[src/rtl/diy_recorder_if.sv]
// diy_recorder_if: capture controls and packed chart outputs of the DIY recorder.
// The undo strobe exists only when DIY_UNDO_EN is defined.
interface diy_recorder_if;
   logic          record_start;
   logic          record_stop;
   logic [22:0]   music_address;
   logic [8:0]    hole_buttons;
`ifdef DIY_UNDO_EN
   logic          undo;
`endif
   logic [119:0]  diy_addresses;
   logic [19:0]   diy_locations;
   logic [2:0]    diy_count;
   logic          recording;
   logic          diy_ready;

   // master drives the recorder controls and reads back the chart
   modport master (
`ifdef DIY_UNDO_EN
      output undo,
`endif
      output record_start, record_stop, music_address, hole_buttons,
      input  diy_addresses, diy_locations, diy_count, recording, diy_ready
   );

   // slave is the recorder itself
   modport slave (
`ifdef DIY_UNDO_EN
      input  undo,
`endif
      input  record_start, record_stop, music_address, hole_buttons,
      output diy_addresses, diy_locations, diy_count, recording, diy_ready
   );
endinterface

[src/rtl/diy_recorder.sv]
// diy_recorder: records hole-button taps as (music_address, hole) pairs into a
// 5-entry chart for mole to play back. Unused slots always read FFFFFF / F so
// mole never fires on them.
// Optional feature: DIY_UNDO_EN adds an undo strobe that removes the newest entry.
module diy_recorder #(
   parameter logic [22:0] MIN_GAP = 23'd2048
) (
   input  logic        clk,
   input  logic        reset,
   diy_recorder_if.slave bus
);

   localparam int          NUM_ENTRIES = 5;
   localparam int          NUM_HOLES   = 9;
   localparam logic [2:0]  LAST_SLOT   = 3'(NUM_ENTRIES - 1);
   localparam logic [23:0] EMPTY_ADDR  = 24'hFFFFFF;
   localparam logic [3:0]  EMPTY_LOC   = 4'hF;

   typedef enum logic [1:0] {
      IDLE = 2'd0,
      REC  = 2'd1,
      DONE = 2'd2
   } state_t;

   state_t                 state_q, state_d;
   logic [2:0]             count_q, count_d;
   logic [NUM_HOLES-1:0]   btn_q, btn_d;
   logic [23:0]            addr_q [NUM_ENTRIES];
   logic [23:0]            addr_d [NUM_ENTRIES];
   logic [3:0]             loc_q  [NUM_ENTRIES];
   logic [3:0]             loc_d  [NUM_ENTRIES];

   logic [NUM_HOLES-1:0]   rise;
   logic                   hit;
   logic [3:0]             hole_idx;
   logic                   has_last;
   logic [2:0]             last_slot;
   logic [22:0]            last_addr;
   logic [22:0]            delta;
   logic                   wrap;
   logic                   gap_ok;
   logic                   undo_req;

`ifdef DIY_UNDO_EN
   assign undo_req = bus.undo;
`else
   assign undo_req = 1'b0;
`endif

   // next-state, chart update and tap detection
   always_comb begin
      state_d = state_q;
      count_d = count_q;
      btn_d   = bus.hole_buttons;
      for (int i = 0; i < NUM_ENTRIES; i++) begin
         addr_d[i] = addr_q[i];
         loc_d[i]  = loc_q[i];
      end

      // lowest-index newly pressed hole wins; simultaneous others are dropped
      rise     = bus.hole_buttons & ~btn_q;
      hit      = 1'b0;
      hole_idx = 4'd0;
      for (int i = NUM_HOLES - 1; i >= 0; i--) begin
         if (rise[i]) begin
            hit      = 1'b1;
            hole_idx = 4'(i);
         end
      end

      // the newest stored entry is the reference for both wrap and gap checks
      has_last  = (count_q != 3'd0);
      last_slot = has_last ? (count_q - 3'd1) : 3'd0;
      last_addr = addr_q[last_slot][22:0];
      delta     = bus.music_address - last_addr;
      wrap      = has_last && (bus.music_address < last_addr);
      gap_ok    = !has_last || (delta >= MIN_GAP);

      if (bus.record_start) begin
         state_d = REC;
         count_d = 3'd0;
         for (int i = 0; i < NUM_ENTRIES; i++) begin
            addr_d[i] = EMPTY_ADDR;
            loc_d[i]  = EMPTY_LOC;
         end
      end else if (state_q == REC) begin
         if (bus.record_stop || wrap) begin
            state_d = DONE;
         end else if (hit && gap_ok) begin
            addr_d[count_q] = {1'b0, bus.music_address};
            loc_d[count_q]  = hole_idx;
            count_d         = count_q + 3'd1;
            if (count_q == LAST_SLOT) begin
               state_d = DONE;
            end
         end else if (undo_req && has_last) begin
            addr_d[last_slot] = EMPTY_ADDR;
            loc_d[last_slot]  = EMPTY_LOC;
            count_d           = count_q - 3'd1;
         end
      end
   end

   // state, chart and button history registers
   always_ff @(posedge clk) begin
      if (reset) begin
         state_q <= IDLE;
         count_q <= 3'd0;
         btn_q   <= '0;
         for (int i = 0; i < NUM_ENTRIES; i++) begin
            addr_q[i] <= EMPTY_ADDR;
            loc_q[i]  <= EMPTY_LOC;
         end
      end else begin
         state_q <= state_d;
         count_q <= count_d;
         btn_q   <= btn_d;
         for (int i = 0; i < NUM_ENTRIES; i++) begin
            addr_q[i] <= addr_d[i];
            loc_q[i]  <= loc_d[i];
         end
      end
   end

   // pack the chart onto the flat buses read by mole
   always_comb begin
      bus.diy_addresses = '0;
      bus.diy_locations = '0;
      for (int i = 0; i < NUM_ENTRIES; i++) begin
         bus.diy_addresses[24*i +: 24] = addr_q[i];
         bus.diy_locations[4*i +: 4]   = loc_q[i];
      end
      bus.diy_count = count_q;
      bus.recording = (state_q == REC);
      bus.diy_ready = (state_q == DONE) && (count_q != 3'd0);
   end

endmodule

[src/flat_wrapper.sv]
// flat-port wrapper written by rule: the top's interface ports become plain ports
module diy_recorder_flat 
#(
   parameter logic [22:0] MIN_GAP = 23'd2048
)
  (clk, reset, bus_record_start, bus_record_stop, bus_music_address, bus_hole_buttons, bus_diy_addresses, bus_diy_locations, bus_diy_count, bus_recording, bus_diy_ready);
  diy_recorder_if bus_i ();
  input  logic clk;
  input  logic reset;
  input wire logic [$bits(bus_i.record_start)-1:0] bus_record_start;
  input wire logic [$bits(bus_i.record_stop)-1:0] bus_record_stop;
  input wire logic [$bits(bus_i.music_address)-1:0] bus_music_address;
  input wire logic [$bits(bus_i.hole_buttons)-1:0] bus_hole_buttons;
  output wire logic [$bits(bus_i.diy_addresses)-1:0] bus_diy_addresses;
  output wire logic [$bits(bus_i.diy_locations)-1:0] bus_diy_locations;
  output wire logic [$bits(bus_i.diy_count)-1:0] bus_diy_count;
  output wire logic [$bits(bus_i.recording)-1:0] bus_recording;
  output wire logic [$bits(bus_i.diy_ready)-1:0] bus_diy_ready;
  assign bus_i.record_start = bus_record_start;
  assign bus_i.record_stop = bus_record_stop;
  assign bus_i.music_address = bus_music_address;
  assign bus_i.hole_buttons = bus_hole_buttons;
  assign bus_diy_addresses = bus_i.diy_addresses;
  assign bus_diy_locations = bus_i.diy_locations;
  assign bus_diy_count = bus_i.diy_count;
  assign bus_recording = bus_i.recording;
  assign bus_diy_ready = bus_i.diy_ready;
  diy_recorder #(.MIN_GAP(MIN_GAP)) u_core (.clk(clk), .reset(reset), .bus(bus_i));
endmodule
[config.mk]
export PLATFORM = sky130hd
export DESIGN_NAME = diy_recorder_flat
export DESIGN_NICKNAME = d
export VERILOG_FILES = /design/src/rtl/diy_recorder_if.sv /design/src/rtl/diy_recorder.sv /design/src/flat_wrapper.sv
export SDC_FILE = /design/constraint.sdc
export NUM_CORES = 1
export LEC_CHECK = 0
export BUFFER_PORTS_ARGS = -buffer_cell sky130_fd_sc_hd__buf_2
export CORE_AREA = 5 5 138 140
export DETAILED_ROUTE_END_ITERATION = 16
export DIE_AREA = 0 0 143 145
export GPL_TIMING_DRIVEN = 0
export HOLD_SLACK_MARGIN = 0.1
export PLACE_DENSITY_LB_ADDON = 0.3
export SLEW_MARGIN = 20
export SYNTH_ARGS = -nofsm -noshare
export SYNTH_HDL_FRONTEND = slang
export SYNTH_SLANG_ARGS = --single-unit
[constraint.sdc]
create_clock -name clk -period 6.41 [get_ports clk]
set_clock_uncertainty 0.05 [all_clocks]
set_input_delay 0.3205 -clock clk [delete_from_list [all_inputs] [get_ports clk]]
set_output_delay 0.3205 -clock clk [all_outputs]
set_load 0.05 [all_outputs]
# Word level (Yosys, flattened, before mapping)
# Memories as Yosys holds them, arrays and structs flattened.
# Index checks and enable logic that the tools add are counted.
# totals
register_bits	14
ram_bits	140
inputBits	36
output_inout_bits	145
wordCells	98
memories	2
# op_classes
n_addsub	3
magnitude_cmp	4
eq_ne	3
n_mux	51
bitwise	14
n_reduce_logical	17
# memory_table
memory	depth	word_bits	rd	rd_clocked_by_memory_dff	write_ports	line	text
u_core.addr_q	5	24	6	0	5	diy_recorder.sv:28	logic [23:0] addr_q [NUM_ENTRIES];
u_core.loc_q	5	4	5	0	5	diy_recorder.sv:30	logic [3:0] loc_q [NUM_ENTRIES];
# ops
op	n
120-bit 2-to-1 mux	4
24-bit 2-to-1 mux	6
120-bit bitwise mux	1
20-bit 2-to-1 mux	4
24-bit demux with 3-bit select	1
4-bit 2-to-1 mux	15
23-bit by 12-bit greater-or-equal comparator with 1-bit output, second input constant	1
23-bit < comparator	1
23-bit subtractor	1
20-bit bitwise mux	1
1-bit 2-to-1 mux	14
4-bit demux with 3-bit select	1
1-bit bitwise OR	10
9-bit bitwise AND	1
9-bit inverter	1
3-bit AND reduction	3
3-bit nonzero test	3
2-bit 2-to-1 mux	3
2-bit nonzero test	3
4-bit greater-or-equal comparator, second input constant	1
1-bit logical AND	4
4-bit by 1-bit < comparator with 1-bit output, second input constant	1
3-bit inverter with 4-bit output	1
3-bit by 1-bit adder with 3-bit output, second input constant	1
other kinds (9)	10

# Longest topological paths before layout
# Gate-level depths: netlist of run 1.
# logic_depth
word_depth	17
depth_mapped	24
depth_no_buf	21

# Worst setup path after synthesis of run 1
# OpenSTA, ideal clock, no wires.
# synth_timing
path_kind	reg2reg
startpoint	register u_core.count_q[0], in the netlist u_core.bus.diy_count[0]
endpoint	memory u_core.addr_q[4][10]
setup_ns	0.072
arrival_ns	5.938
required_time_ns	6.288
slack_ns	0.350
path_stages_with_launch	25
path_buffers	6
synth_period_minus_slack_ns	6.060
cell_sequence	dfxtp_1 clkbuf_1 clkinv_1 ha_1 mux2_2 clkbuf_1 nand2_1 clkbuf_1 o22ai_1 a311oi_1 a21oi_1 ha_1 buf_2 a21oi_2 o21a_1 o21ai_1 or4_1 a2111o_1 nor4_1 nand4_1 o211ai_4 nand4b_1 buf_6 buf_8 mux2i_1
# synth_rtl
item	line	text
start: declaration	diy_recorder.sv:26	logic [2:0] count_q, count_d;
start signal: assignment	diy_recorder.sv:116	count_q <= count_d;
end: declaration	diy_recorder.sv:28	

==> key figures, run 1 <==
Run status
  – Run status: completed

Power
  – Final Total Pwr: 0.00218 W
  – Sequential share of power: 0.445
  – Clock Power Share: 0.447
  – Pleak: 4.41 nW
  – Combinational Power Share: 0.108
  – Worst vdd ir: about 190 uV
  – Switching power: 0.000589 W
  – Power Density: 225 nW/um^2
  – Switching share of total power: 0.270
  – Internal power: 0.00159 W

Min path
  – Hold Path End: u_core.addr_q[4][0]
  – Min-delay src: bus_music_address[0]
  – Worst min path class: in -> reg
  – Hold Path Depth: 3

Placed design
  – PortBufs: between 150 and 200
  – Placed cell areas: 8920 sq um
  – Hpwl dp: 18800 um
  – Placer Congestion: about 0.9
  – Pre-CTS setup slack: -838 ps

Floorplanning
  – Core box area: 17700 sq um
  – Row cnt: 49
  – Initial Utilization: 0.436
  – Die H: 145 um
  – Die ar.: just over 20000 sq um
  – Die Width: approximately 140 um
  – Top Ports: approximately 180

Yosys
  – Post-synth EDFFs: 0
  – Post-synth top area share: 0.399
  – Avg Inst Size Synth: roughly 9 sq um
  – Compound-Gate Fraction of Synth Area: 0.140
  – Top cells by count, synth: nor2_1 (186), dfxtp_1 (154), mux2i_1 (144)
  – Mux share of post-synthesis cell area: 0.195
  – Synth area leaders: dfxtp_1 (40%), mux2i_1 (19%), nor2_1 (9.0%)
  – Most frequent cell after synthesis: nor2_1
  – Top FF cell, synth: dfxtp_1
  – Synth Area in Simple Gates: 0.163
  – Yosys cell types: 67
  – #FFs+latches synth: approximately 150
  – Synth Area in XOR/XNOR: 0.00680
  – Sequential element share of the synthesized area: 0.399
  – Mapped Cells: around 860
  – Mapped Area: 7730 sq um
  – Yosys warnings: 0
  – Largest area contributor in the netlist: dfxtp_1
  – FFs w/ async S/R, synth: 0
  – Largest family of logic cells by synthesized area: multiplexers
  – Syn nets: a little over 900
  – Adder-Cell Fraction of Synth Area: 0.0447

Setup path
  – RR Endpoint: u_core.addr_q[3][21]
  – CP max stage delay: around 400 ps
  – Buf+Inv Stages, Crit Path: 7
  – CP Max Fanout: 10
  – FF-to-FF setup slack: between 300 and 400 ps
  – WP data required: between 6000 and 7000 ps
  – Reg2Reg Launch Point: u_core.bus.diy_count[0]
  – Critical path's top delay family: compound AO/OA/AOI/OAI gates
  – Critical path capture point type: flop
  – Worst Setup Path Type: reg -> reg
  – Cells on worst reg2reg path: 24
  – WP data arrival: around 6400 ps
  – Slowest stage cell, crit path: mux2_4
  – CP Launch Type: flop
  – CP cell instances: clkbuf_4, clkinv_2, ha_2, mux2_4, nand2_4, clkbuf_4, o22ai_1, a311oi_1, a21oi_1, ha_1, buf_2, a21o_1, a31oi_1, o221ai_1, or4_1, a2111o_1, nor4_2, nand4_1, buf_4, o211ai_4, or4_1, buf_6, buf_6, mux2i_1

STA
  – Tightest Pin Transition: approximately 770 ps
  – Worst rel slew slack: 0.489
  – Minimum clock period: 6050 ps
  – Endpoints failing setup: 0
  – FMAX: 0.165 GHz
  – Slew Viols, Final: 0
  – Smallest hold slack: between 150 and 200 ps
  – Setup ws final: ~360 ps
  – Final period util: 0.944
  – Final Hold Viols: 0

Global routing
  – Total global routing overflow: 0
  – Largest net degree at the start of global routing: 17
  – GRT Util Overall: 0.243
  – Met3 usage: 0.0582
  – M2 GR Usage: 0.393
  – First-pass GRT wire length: between 30000 and 40000 um
  – Initial antenna violation count: 0
  – Met1 usage: 0.318
  – Busiest grt layer: met2
  – Number of global-route vias before repair: ~7300

Flow run
  – Max Cap Viol: 0

Clock tree
  – Clock buffer depth: 2
  – H-tree levels: 4
  – CTS tree: done
  – Num CTS Buffers: 17
  – Worst-path clk slew: ~70 ps
  – Clk Latency, worst-skew pair: 430 ps
  – CTS Sinks: 154
  – CTS root buffer: clkbuf_16

Detailed routing
  – Post-DR wirelength/cell: between 15 and 20 um
  – Initial DRC count: between 500 and 600
  – Vias: approximately 7300
  – Post-DRT Antenna Nets: 0
  – Avg Vias per Cell: between 5 and 6
  – Drt drc: 0
  – Final WL: roughly 26000 um
  – Pre-Repair DR Iteration Count: 5

Layout
  – Area growth syn-to-layout: 25.1%
  – Nets@finish: between 1000 and 1500
  – Cell area after layout: 9680 sq um
  – Share of cells above drive strength 1: 0.244
## sequential cells by signal, summed over array words and instances, names as in the netlist
| name | cells |
|---|---|
| u_core.addr_q | 120 |
| u_core.btn_q | 9 |
| u_core.bus.diy_count | 3 |
| u_core.loc_q | 20 |
| u_core.state_q | 2 |
## how the worst max path moves through the flow
stage | cells after the start | startpoint | slack [ps] | to
after floorplan | 24 | u_core.bus.diy_count[0] | 350 | u_core.addr_q[4][10]
after global placement | 24 | u_core.bus.diy_count[0] | -810 | u_core.addr_q[0][7]
after detailed placement | 24 | u_core.bus.diy_count[0] | -840 | u_core.addr_q[0][13]
after CTS | 23 | u_core.bus.diy_count[0] | 3 | u_core.addr_q[3][21]
after global routing | 24 | u_core.bus.diy_count[0] | -40 | u_core.addr_q[3][19]
final | 24 | u_core.bus.diy_count[0] | 360 | u_core.addr_q[3][21]
## layout make-up
type | count | area [sq um]
Fill cell | 1636 | 8040
Multi-Input combinational cell | 632 | 4290
Sequential cell | 154 | 3080
Timing Repair Buffer | 193 | 1030
Clock buffer | 19 | 443
Buffer | 55 | 348
Tap cell | 229 | 287
Clock inverter | 13 | 119
Inverter | 20 | 76.3
Antenna cell | 1 | 2.50
## routing by layer
layer	routed length [um]	part of all wire
met4	300	0.012
met2	12300	0.48
met3	1820	0.071
met1	11200	0.44
met5	0	0
## worst register-to-register path, cell delays in order (launching register included)
cell and delay [ps]:
dfxtp_1 350, clkbuf_4 230, clkinv_2 170, ha_2 290, mux2_4 410, nand2_4 190
clkbuf_4 270, o22ai_1 110, a311oi_1 220, a21oi_1 70, ha_1 290, buf_2 180
a21o_1 200, a31oi_1 280, o221ai_1 180, or4_1 410, a2111o_1 310, nor4_2 290
nand4_1 130, buf_4 200, o211ai_4 310, or4_1 180, buf_6 190, buf_6 220
mux2i_1 220
## timing repair
item | 4_1_cts | 5_1_grt
hold endpoints to repair | 10 | 0
pin swaps | 0 | 3
hold buffers | 11 | 0
endpoints found under the setup margin | 145 | 143
gates cloned | 0 | 0
resized for setup | 15 | 15
buffers inserted | 0 | 2
## layout by cell type (no fill, tap or decap), types with 19 or more instances in the layout
cell / n
ha_1: 25
buf_2: 186
dfxtp_1: 154
nand2_1: 53
nor2_1: 184
a21oi_1: 40
inv_1: 19
mux2i_1: 143
clkbuf_1: 25
o22ai_1: 21
## power groups by stage
stage	registers [W]	logic, W	clock network (W)
3_3_place_gp	0.000990	0.000223	0
2_1_floorplan	0.00100	0.000140	0
4_1_cts	0.000969	0.000231	0.000980
6_report	0.000969	0.000236	0.000974
3_5_place_dp	0.000991	0.000224	0
5_1_grt	0.000970	0.000256	0.00103
## kinds of logic after synthesis
logic type               Yosys count
AND/OR/NAND/NOR                  292
adder cells (fa/ha/maj)           27
flip-flops                       154
AO/OA/AOI/OAI                    159
XOR/XNOR                           6
multiplexers                     148
buffers and inverters             76
## metrics by stage
step,setup TNS [ps],instances,utilization
after floorplan,0,862,-
after global placement,-97470,1271,0.503
after detailed placement,-99370,1271,0.503
after CTS,0,1313,0.543
after global routing,-163,1315,0.546
final,0,1316,0.546
Power figures use the tool's default switching activity.
==> run 2, diff against run 1 <==
--- a/config.mk
+++ b/config.mk
@@ -11,7 +11,7 @@
 export DIE_AREA = 0 0 143 145
 export GPL_TIMING_DRIVEN = 0
 export HOLD_SLACK_MARGIN = 0.1
-export PLACE_DENSITY_LB_ADDON = 0.3
+export PLACE_DENSITY = 0.69
 export SLEW_MARGIN = 20
 export SYNTH_ARGS = -nofsm -noshare
 export SYNTH_HDL_FRONTEND = slang
==> key figures, run 2 (synthesis gave the netlist of run 1 again) <==
STA
  – Worst rel slew slack: 0.492
  – Minimum clock period: 6130 ps
  – Endpoints failing setup: 0
  – Setup tns final: 0 ps
  – Final period util: 0.956
  – Tightest Pin Transition: ~760 ps
  – RSZ-0062 raised after global routing: false
  – Slew Viols, Final: 0
  – FMAX: about 0.16 GHz
  – Final Hold Viols: 0

Detailed routing
  – Pre-Repair DR Iteration Count: 5
  – Initial DRC count: 636
  – Post-DR wirelength/cell: about 20 um
  – Avg Vias per Cell: 5.57
  – Vias: 7346
  – Post-DRT Antenna Nets: 0
  – Final WL: 26300 um
  – Drt drc: 0

Placed design
  – Placer Congestion: slightly above 0.9
  – Dpl cells: around 1300
  – Hpwl dp: slightly below 20000 um
  – PortBufs: between 150 and 200

Floorplanning
  – Top Ports: 181
  – Row cnt: between 40 and 50
  – Die Width: around 140 um
  – Die ar.: about 21000 sq um
  – Core box area: around 18000 sq um
  – Initial Utilization: 0.436
  – Die H: approximately 150 um

Power
  – Switching power: 0.000579 W
  – Combinational Power Share: 0.107
  – Internal power: 0.00165 W
  – Sequential share of power: 0.435
  – Worst vdd ir: about 180 uV
  – Pleak: 4.44 nW
  – Clock Power Share: 0.458
  – Power Density: 229 nW/um^2
  – Switching share of total power: 0.260

Setup path
  – RR Endpoint: u_core.addr_q[3][17]
  – Crit path to: u_core.addr_q[3][17]
  – Buf+Inv Stages, Crit Path: 7
  – Critical path capture point type: flop
  – Levels on crit path: 24
  – Critical path's top delay family: compound AO/OA/AOI/OAI gates
  – CP Max Fanout: 10
  – WP data required: approximately 6700 ps
  – CP max stage delay: approximately 510 ps
  – CP cell instances: clkbuf_4, clkinv_2, ha_2, mux2_4, nand2_4, clkbuf_4, o22ai_1, a311oi_1, a21oi_1, ha_1, buf_2, a21oi_2, o21a_1, o21ai_1, or4_1, a2111o_1, nor4_1, nand4_1, buf_4, o211ai_4, or4_1, buf_6, buf_6, mux2i_1
  – Slowest stage cell, crit path: or4_1
  – WP data arrival: roughly 6400 ps
  – Worst Setup Path Type: reg -> reg
  – Reg2Reg Launch Point: u_core.bus.diy_count[0]
  – Cells on worst reg2reg path: 24
  – Worst setup path startpoint: u_core.bus.diy_count[0]
  – FF-to-FF setup slack: ~280 ps
  – CP Launch Type: flop

Run status
  – Run status: completed

Global routing
  – First-pass GRT wire length: 40800 um
  – Total global routing overflow: 0
  – Initial antenna violation count: 0
  – Number of global-route vias before repair: between 7000 and 8000
  – Largest net degree at the start of global routing: 17
  – GRT Util Overall: 0.250

Layout
  – Most common cell after layout, fill and taps aside: buf_2
  – Max reg flops: 120
  – Nets@finish: roughly 1100
  – Post-Layout Cell Count: 1318
  – Share of cells above drive strength 1: 0.244
  – Largest registers: u_core.addr_q x120, u_core.loc_q x20, u_core.btn_q x9
  – Area growth syn-to-layout: 25.6%
  – Most frequent cells in the layout: buf_2 (187), nor2_1 (184), dfxtp_1 (154)
  – Filler instances: approximately 1600
  – Biggest register: u_core.addr_q

Clock tree
  – CTS tree: done
  – Num CTS Buffers: 17
  – Clock buffer depth: 2
  – CTS root buffer: clkbuf_16
  – Worst-path clk slew: about 60 ps
  – CTS Sinks: 154
  – Clk Latency, worst-skew pair: 430 ps
  – H-tree levels: 4

Flow run
  – Max Cap Viol: 0

Min path
  – Worst min path class: in -> reg
-- run 2: changes by cell type in the layout (fill, tap and decap cells not counted), moves of 2 or more --
cell	change
clkinvlp_4	-3
clkinv_2	+2
buf_4	+2
clkbuf_8	+2
-- run 2: metal layers --
layer / vias to the layer above / wire length [um] / track usage
li1: 3491 / - / -
met1: 3563 / 11500 / 0.333
met2: 255 / 12600 / 0.408
met3: 37 / 1770 / 0.0566
met4: 0 / 451 / 0.0661
met5: - / 0 / 0
-- run 2: metrics by stage --
stage | power (W) | utilization | hold WS [ps] | setup slack, ps | instance area [sq um]
after floorplan | 0.00114 | - | 372 | 350 | 7730
after global placement | 0.00121 | 0.503 | 380 | -788 | 8920
after detailed placement | 0.00122 | 0.503 | 387 | -914 | 8920
after CTS | 0.00223 | 0.545 | 171 | 5.22 | 9660
after global routing | 0.00229 | 0.548 | 199 | 29.0 | 9710
final | 0.00223 | 0.548 | 174 | 284 | 9710
-- run 2: how the worst min path moves through the flow --
stage | from | end | slack (ps) | depth (start not counted)
floorplan | reset | u_core.state_q[0] | 370 | 1
global placement | u_core.addr_q[3][23] | u_core.addr_q[3][23] | 380 | 1
detailed placement | u_core.addr_q[3][23] | u_core.addr_q[3][23] | 390 | 1
CTS | bus_music_address[0] | u_core.addr_q[4][0] | 170 | 3
global route | bus_music_address[13] | u_core.addr_q[0][13] | 200 | 3
finish | bus_music_address[0] | u_core.addr_q[4][0] | 170 | 3
-- run 2: cell type report --
class,instances,area (sq um),area share
Sequential cell,154,3080,0.317
Inverter,20,76.3,0.00786
Antenna cell,1,2.50,0.000258
Tap cell,229,287,0.0295
Multi-Input combinational cell,632,4290,0.441
Clock buffer,21,470,0.0484
Clock inverter,11,119,0.0122
Buffer,55,348,0.0358
Timing Repair Buffer,195,1040,0.107
-- run 2: power groups by stage --
| stage | clock network (W) | registers [W] | logic, W |
|---|---|---|---|
| 2_1_floorplan | 0 | 0.00100 | 0.000140 |
| 3_3_place_gp | 0 | 0.000990 | 0.000223 |
| 3_5_place_dp | 0 | 0.000991 | 0.000224 |
| 4_1_cts | 0.00103 | 0.000969 | 0.000233 |
| 5_1_grt | 0.00107 | 0.000970 | 0.000258 |
| 6_report | 0.00102 | 0.000969 | 0.000238 |
-- run 2: repair_timing --
action,CTS,global route
gates resized for setup,14,17
setup endpoints to repair,145,142
buffers inserted,2,2
pin swaps,1,2
hold endpoints to repair,10,0
hold buffers,11,0
-- run 2: tightest hold or removal path: stages --
cell and delay (ps):
buf_2 80, nor2_1 80, mux2i_1 120
